### src/rtl/fifo_fill_ctrl.sv
// fifo_fill_ctrl: fetches a block of 16-bit words from the SDRAM controller
// in bursts of up to BURST words, one burst outstanding at a time, and pushes
// every returned word into the line FIFO write port (fifo wrclk domain).
// A new burst is requested only while the FIFO has room for a whole burst.
//
// Optional feature macro: FIFO_FILL_PAD_EN
//   defined   -> odd block lengths get one trailing 0x0000 word so the 32-bit
//                FIFO read side always sees complete word pairs.
//   undefined -> exactly word_count words are written.
//
// Handshakes:
//   mem_req/mem_ack : mem_req is the valid, mem_ack the ready. A burst is
//                     taken on a clock edge where both are 1; mem_addr and
//                     mem_len are stable while mem_req is 1, and once raised
//                     mem_req stays up until taken (only abort withdraws it).
//   mem_dv          : one data word per cycle with mem_dv=1, no backpressure.
//   fifo_wrreq      : one word written per cycle with fifo_wrreq=1; the FIFO
//                     never stalls us because requests are gated on occupancy.
module fifo_fill_ctrl #(
    parameter int ADDR_W     = 21,
    parameter int LEN_W      = 16,
    parameter int BURST      = 8,
    parameter int HIGH_WATER = 448
) (
    input  logic              clk,
    input  logic              aclr,
    input  logic              start,
    input  logic              abort,
    input  logic [ADDR_W-1:0] base_addr,
    input  logic [LEN_W-1:0]  word_count,
    output logic              busy,
    output logic              done,
    output logic              mem_req,
    output logic [ADDR_W-1:0] mem_addr,
    output logic [3:0]        mem_len,
    input  logic              mem_ack,
    input  logic              mem_dv,
    input  logic [15:0]       mem_din,
    output logic [15:0]       fifo_data,
    output logic              fifo_wrreq,
    input  logic [8:0]        fifo_wrusedw
);

    typedef enum logic [2:0] {
        S_IDLE  = 3'd0,
        S_REQ   = 3'd1,
        S_XFER  = 3'd2,
        S_DRAIN = 3'd3,
        S_PAD   = 3'd4,
        S_FIN   = 3'd5
    } state_t;

    state_t            state;
    state_t            state_nxt;

    logic [ADDR_W-1:0] addr;       // next burst start address
    logic [LEN_W-1:0]  rem;        // words not yet requested
    logic [3:0]        beats;      // data beats still owed by the current burst
    logic              req_hold;   // mem_req was up last cycle and not yet taken

    logic [3:0]        cur_len;
    logic [31:0]       fill_sum;
    logic              room;
    logic              start_take;
    logic              ack_taken;
    logic              beat_dv;
    logic              beat_write;
    logic              pad_needed;
    logic              pad_write;

`ifdef FIFO_FILL_PAD_EN
    logic              pad_pend;   // latched block length was odd
`endif

    // Burst length is the smaller of BURST and the words still to request.
    always_comb begin
        cur_len = rem[3:0];
        if (rem >= LEN_W'(BURST)) begin
            cur_len = 4'(BURST);
        end
    end

    // FIFO room test done at 32 bits so the sum cannot wrap.
    always_comb begin
        fill_sum = 32'(fifo_wrusedw) + 32'(BURST);
        room     = (fill_sum <= 32'(HIGH_WATER));
    end

    // Once raised, the request is held regardless of later occupancy changes.
    assign mem_req    = (state == S_REQ) && !abort && (req_hold || room);
    assign mem_addr   = addr;
    assign mem_len    = cur_len;
    assign ack_taken  = mem_req && mem_ack;
    assign start_take = (state == S_IDLE) && start && !abort;
    assign beat_dv    = mem_dv && (beats != 4'd0) && ((state == S_XFER) || (state == S_DRAIN));
    assign beat_write = beat_dv && (state == S_XFER) && !abort;
    assign busy       = (state == S_REQ) || (state == S_XFER) || (state == S_DRAIN) || (state == S_PAD);
    assign done       = (state == S_FIN);

`ifdef FIFO_FILL_PAD_EN
    assign pad_needed = pad_pend;
`else
    assign pad_needed = 1'b0;
`endif

    // The pad word is queued in the cycle after the last data write.
    assign pad_write = (state == S_XFER) && !abort && (beats == 4'd0) && (rem == '0) && pad_needed;

    // State register.
    always_ff @(posedge clk or negedge aclr) begin
        if (!aclr) begin
            state <= S_IDLE;
        end else begin
            state <= state_nxt;
        end
    end

    // Next-state logic; XFER waits one cycle after the last beat so done
    // lands one cycle after the final FIFO write.
    always_comb begin
        state_nxt = state;
        case (state)
            S_IDLE: begin
                if (start_take) begin
                    state_nxt = (word_count == '0) ? S_FIN : S_REQ;
                end
            end
            S_REQ: begin
                if (abort) begin
                    state_nxt = S_IDLE;
                end else if (ack_taken) begin
                    state_nxt = S_XFER;
                end
            end
            S_XFER: begin
                if (abort) begin
                    state_nxt = S_DRAIN;
                end else if (beats == 4'd0) begin
                    if (rem != '0) begin
                        state_nxt = S_REQ;
                    end else if (pad_needed) begin
                        state_nxt = S_PAD;
                    end else begin
                        state_nxt = S_FIN;
                    end
                end
            end
            S_DRAIN: begin
                if ((beats == 4'd0) || (beat_dv && (beats == 4'd1))) begin
                    state_nxt = S_IDLE;
                end
            end
            S_PAD: begin
                state_nxt = S_FIN;
            end
            S_FIN: begin
                state_nxt = S_IDLE;
            end
            default: begin
                state_nxt = S_IDLE;
            end
        endcase
    end

    // Request hold flag: remembers an untaken request across cycles.
    always_ff @(posedge clk or negedge aclr) begin
        if (!aclr) begin
            req_hold <= 1'b0;
        end else begin
            req_hold <= mem_req && !mem_ack;
        end
    end

    // Address/remaining/beat counters and the registered FIFO write port.
    always_ff @(posedge clk or negedge aclr) begin
        if (!aclr) begin
            addr       <= '0;
            rem        <= '0;
            beats      <= 4'd0;
            fifo_data  <= 16'h0000;
            fifo_wrreq <= 1'b0;
        end else begin
            fifo_wrreq <= beat_write || pad_write;
            if (beat_write) begin
                fifo_data <= mem_din;
            end else if (pad_write) begin
                fifo_data <= 16'h0000;
            end
            if (start_take) begin
                addr <= base_addr;
                rem  <= word_count;
            end else if (ack_taken) begin
                addr <= addr + ADDR_W'(cur_len);
                rem  <= rem - LEN_W'(cur_len);
            end
            if (ack_taken) begin
                beats <= cur_len;
            end else if (beat_dv) begin
                beats <= beats - 4'd1;
            end
        end
    end

`ifdef FIFO_FILL_PAD_EN
    // Odd-length flag captured with the block parameters.
    always_ff @(posedge clk or negedge aclr) begin
        if (!aclr) begin
            pad_pend <= 1'b0;
        end else if (start_take) begin
            pad_pend <= word_count[0];
        end
    end
`endif

endmodule

### config.mk
export PLATFORM = sky130hd
export DESIGN_NAME = fifo_fill_ctrl
export DESIGN_NICKNAME = d
export VERILOG_FILES = /design/src/rtl/fifo_fill_ctrl.sv
export SDC_FILE = /design/constraint.sdc
export NUM_CORES = 1
export LEC_CHECK = 0
export CORE_UTILIZATION = 50
export CTS_BUF_LIST = sky130_fd_sc_hd__clkbuf_16
export CTS_CLUSTER_SIZE = 25
export DETAILED_ROUTE_END_ITERATION = 8
export PLACE_DENSITY_LB_ADDON = 0.2
export SYNTH_ARGS = -nofsm -noshare
export SYNTH_HDL_FRONTEND = slang
export SYNTH_SLANG_ARGS = --single-unit
### constraint.sdc
create_clock -name clk -period 5.41 [get_ports clk]
set_input_delay 1.082 -clock clk [delete_from_list [all_inputs] [get_ports clk]]
set_output_delay 1.082 -clock clk [all_outputs]
set_load 0.1 [all_outputs]
==> metrics list <==
- The repair_antennas step left the layout with diodes totalling 0.
- DRT Wirelength: 9520 µm
* Required time of the critical path: 4.33 ns
- Postcts setup bufs: 0
- Sequential Power Share: 26.4%
* # DRC: 0
- 113 I/O pins were placed.
* Syn Std Cell Area: 3520 µm²
- Net load switching power: 1800 µW
* Top FF cell, synth: sky130_fd_sc_hd__dfrtp_1
- Number of violations reported at the end of detailed-routing iteration 0: 247
* Switching Share: 53.2%
- In the layout the commonest cells are 110 x sky130_fd_sc_hd__clkdlybuf4s50_1, 93 x sky130_fd_sc_hd__nand2_1, 62 x sky130_fd_sc_hd__dfrtp_1.
- Routed length on met2: 4600 µm
- Standard-cell rows: 30
- After synthesis, the share of flip-flops with an asynchronous set or reset is 100%.
- Clock skew: 0.00729 ns
* Chip height: 85.9 µm
* Via-per-instance ratio: 5.61
- Wire length on met1: 4120 µm
- Number of max-capacitance violations reported: 0
- The worst setup path is captured at an output port.
* Sink Count: 62
- The number of max-slew violations in the final report is 0.
- Drt first pass iters: 4
- Routed met3 length: 641 µm
- Endpoints failing setup: 0
- Fin crit period: 4.36 ns
- The number of antenna violations at the first check in global routing was 0.
- Worst setup path class: reg -> out
- Count of synthesis-stage warnings from yosys: 0
- Full die area: 7370 µm²
- Total global routing overflow: 0
* Pin slew with the least headroom to its limit: 1.09 ns
- Number of hold violations in the final report: 0
* Outcome: finished, final reports clean
* Number of flops mapped to enable cells by yosys: 0
- Gates resized during post-CTS repair numbered 0.
- Combinational logic burns 56.0% of the power.
* Count of unique library cells instantiated by Yosys: 62
- In this run the number of H-tree levels came out at 3.
* Crit path launch type: flip-flop
* Root buffer selected by CTS: sky130_fd_sc_hd__clkbuf_16
* Antenna-violating nets left: 0
- Number of buffers inserted by hold repair at cts: 0
* Clock tree from TritonCTS: yes
- Buffers inserted during clock tree synthesis total 9.
- Power per unit of standard cell area: 673 nW/µm²
* Synth Net Count: 481
- The share of total power dissipated in the clock network is 17.6%.
- Top metal layer carrying routed signals: met4
- Clock input transition at the sequential cells of the worst setup and hold paths: 0.05 ns
* Total number of vias: 3442
- Post-layout nets: 590
* Maximum fanout along the worst path: 8
* Skew-Pair Late Insertion Delay: 0.33 ns
- Of the cells placed in the final design, the portion with a size suffix greater than 1 is 4.44%.
- Data arrival at the endpoint of the critical path: 3.28 ns
- Post-route clock period utilization: 80.7%
- VDD sags by at most 0.000564 V.
- Internal power of the cells: 1580 µW
* Worst hold margin: 0.473 ns
- First-pass GRT wire length: 15300 µm
- The longest clock path from root to sink contains 2 buffers.
* Final core occ: 74.0%
- Setup repair after global routing left no endpoint under its margin.
* Min-delay worst type: reg -> reg
* Number of port buffers: 112
- Total negative slack: 0 ns
* Die Width: 85.9 µm
- In this run the tightest slew margin relative to its limit is 26.9%.
* Most common cell after layout, fill and taps aside: sky130_fd_sc_hd__clkdlybuf4s50_1
* Initial Util: 51.7%
* Fmax: 229 MHz
* Post-synthesis instance total: 404
- Compared with the post-synthesis result, the final layout area differs by 42.9%.
* Avg Synthesized Cell Area: 8.70 µm²
* Sequential area share after synthesis: 44.1%
- For this design the static power due to leakage is 0.00212 µW.
- Flops & latches, synth: 62
- Routability congestion estimate from global placement: 0.866
- In the global route stage, overall resource usage came out at 26.5%.
- The via count of the first global-routing pass is 3325.
* Routed length per placed instance: 15.5 µm
- Entering global routing, the biggest net connects 63 pins.
- DP HPWL: 6450 µm
* Core Area: 6790 µm²
-- critical path, stage by stage, from the launching register on --
cell and delay [ns]:
sky130_fd_sc_hd__dfrtp_1 0.45, sky130_fd_sc_hd__or4_4 0.55, sky130_fd_sc_hd__nor4_4 0.49, sky130_fd_sc_hd__nand2_1 0.18
sky130_fd_sc_hd__inv_1 0.14, sky130_fd_sc_hd__clkdlybuf4s50_1 1.14
-- cells in the mapped netlist (5+ instances only) --
cell	instances	area, µm²
sky130_fd_sc_hd__a21oi_1	12	60.1
sky130_fd_sc_hd__a221o_1	5	50.1
sky130_fd_sc_hd__a31oi_1	6	37.5
sky130_fd_sc_hd__and2_1	6	37.5
sky130_fd_sc_hd__and3_1	5	31.3
sky130_fd_sc_hd__clkbuf_1	13	48.8
sky130_fd_sc_hd__dfrtp_1	62	1550
sky130_fd_sc_hd__ha_1	8	100
sky130_fd_sc_hd__inv_1	14	52.6
sky130_fd_sc_hd__nand2_1	93	349
sky130_fd_sc_hd__nand3_1	13	65.1
sky130_fd_sc_hd__nand4_1	11	68.8
sky130_fd_sc_hd__nor2_1	27	101
sky130_fd_sc_hd__nor2b_1	5	31.3
sky130_fd_sc_hd__nor3_1	6	30.0
sky130_fd_sc_hd__nor4_1	9	56.3
sky130_fd_sc_hd__o211ai_1	7	52.6
sky130_fd_sc_hd__o21ai_0	15	75.1
sky130_fd_sc_hd__o311ai_0	6	52.6
sky130_fd_sc_hd__or3_1	6	37.5
sky130_fd_sc_hd__xor2_1	12	105
-- power by group through the flow --
stage | clock (µW) | sequential (µW) | combinational (µW)
floorplan | 0 | 1760 | 526
global placement | 0 | 876 | 1860
global route | 627 | 922 | 1980
detailed placement | 0 | 888 | 1880
CTS | 598 | 887 | 1900
finish | 596 | 891 | 1890
-- flip-flops by register name (all words and copies together) (netlist names) --
register,count
req_hold,1
fifo_data,16
mem_addr,21
rem,16
fifo_wrreq,1
beats,4
state,3
-- cells by family (layout without fill, tap and decap cells) --
family                   Yosys count  after routing  share of synthesized area, %
AO/OA/AOI/OAI                     84             84                          17.2
adder cells (fa/ha/maj)            9              9                          3.42
AND/OR/NAND/NOR                  198            198                          27.1
multiplexers                       2              2                         0.605
buffers and inverters             33            147                          3.67
other                              1              1                         0.107
flip-flops                        62             62                          44.1
XOR/XNOR                          15             15                          3.74
-- final timing paths --
path	from	endpoint	slack, ns	depth (start not counted)
max	rem[5]$_DFFE_PN0P_	mem_len[1]	1.05	5
min	fifo_data[0]$_DFFE_PN0P_	fifo_data[0]$_DFFE_PN0P_	0.47	2
max reg2reg	rem[5]$_DFFE_PN0P_	mem_addr[18]$_DFFE_PN0P_	1.75	12
min reg2reg	fifo_data[0]$_DFFE_PN0P_	fifo_data[0]$_DFFE_PN0P_	0.47	2
max in group asynchronous	aclr	rem[7]$_DFFE_PN0P_	3.97	2
min in group asynchronous	aclr	mem_addr[12]$_DFFE_PN0P_	0.93	2
-- per-layer routing --
layer	GRT usage [%]	vias up
met3	4.81	16
li1	-	1673
met1	34.4	1622
met4	10.0	0
met5	0	-
met2	44.3	131
-- through the flow --
step	cell area (µm²)	setup slack, ns	instances	power (µW)
2_1_floorplan	3520	1.10	404	2290
3_3_place_gp	4720	1.18	598	2730
3_5_place_dp	4720	1.15	598	2770
4_1_cts	5020	1.04	614	3380
5_1_grt	5020	0.963	614	3530
6_report	5020	1.05	614	3380
-- layout make-up --
type                       count  area [µm²]
sequential                    62        1550
inverter                      15        56.3
multi-input combinational    309        1840
clock inverter                 7        80.1
clock buffer                   9         225
timing repair buffer         116        1160
fill                         494        1770
tap                           96         120
(Power assumes the default switching activity.)
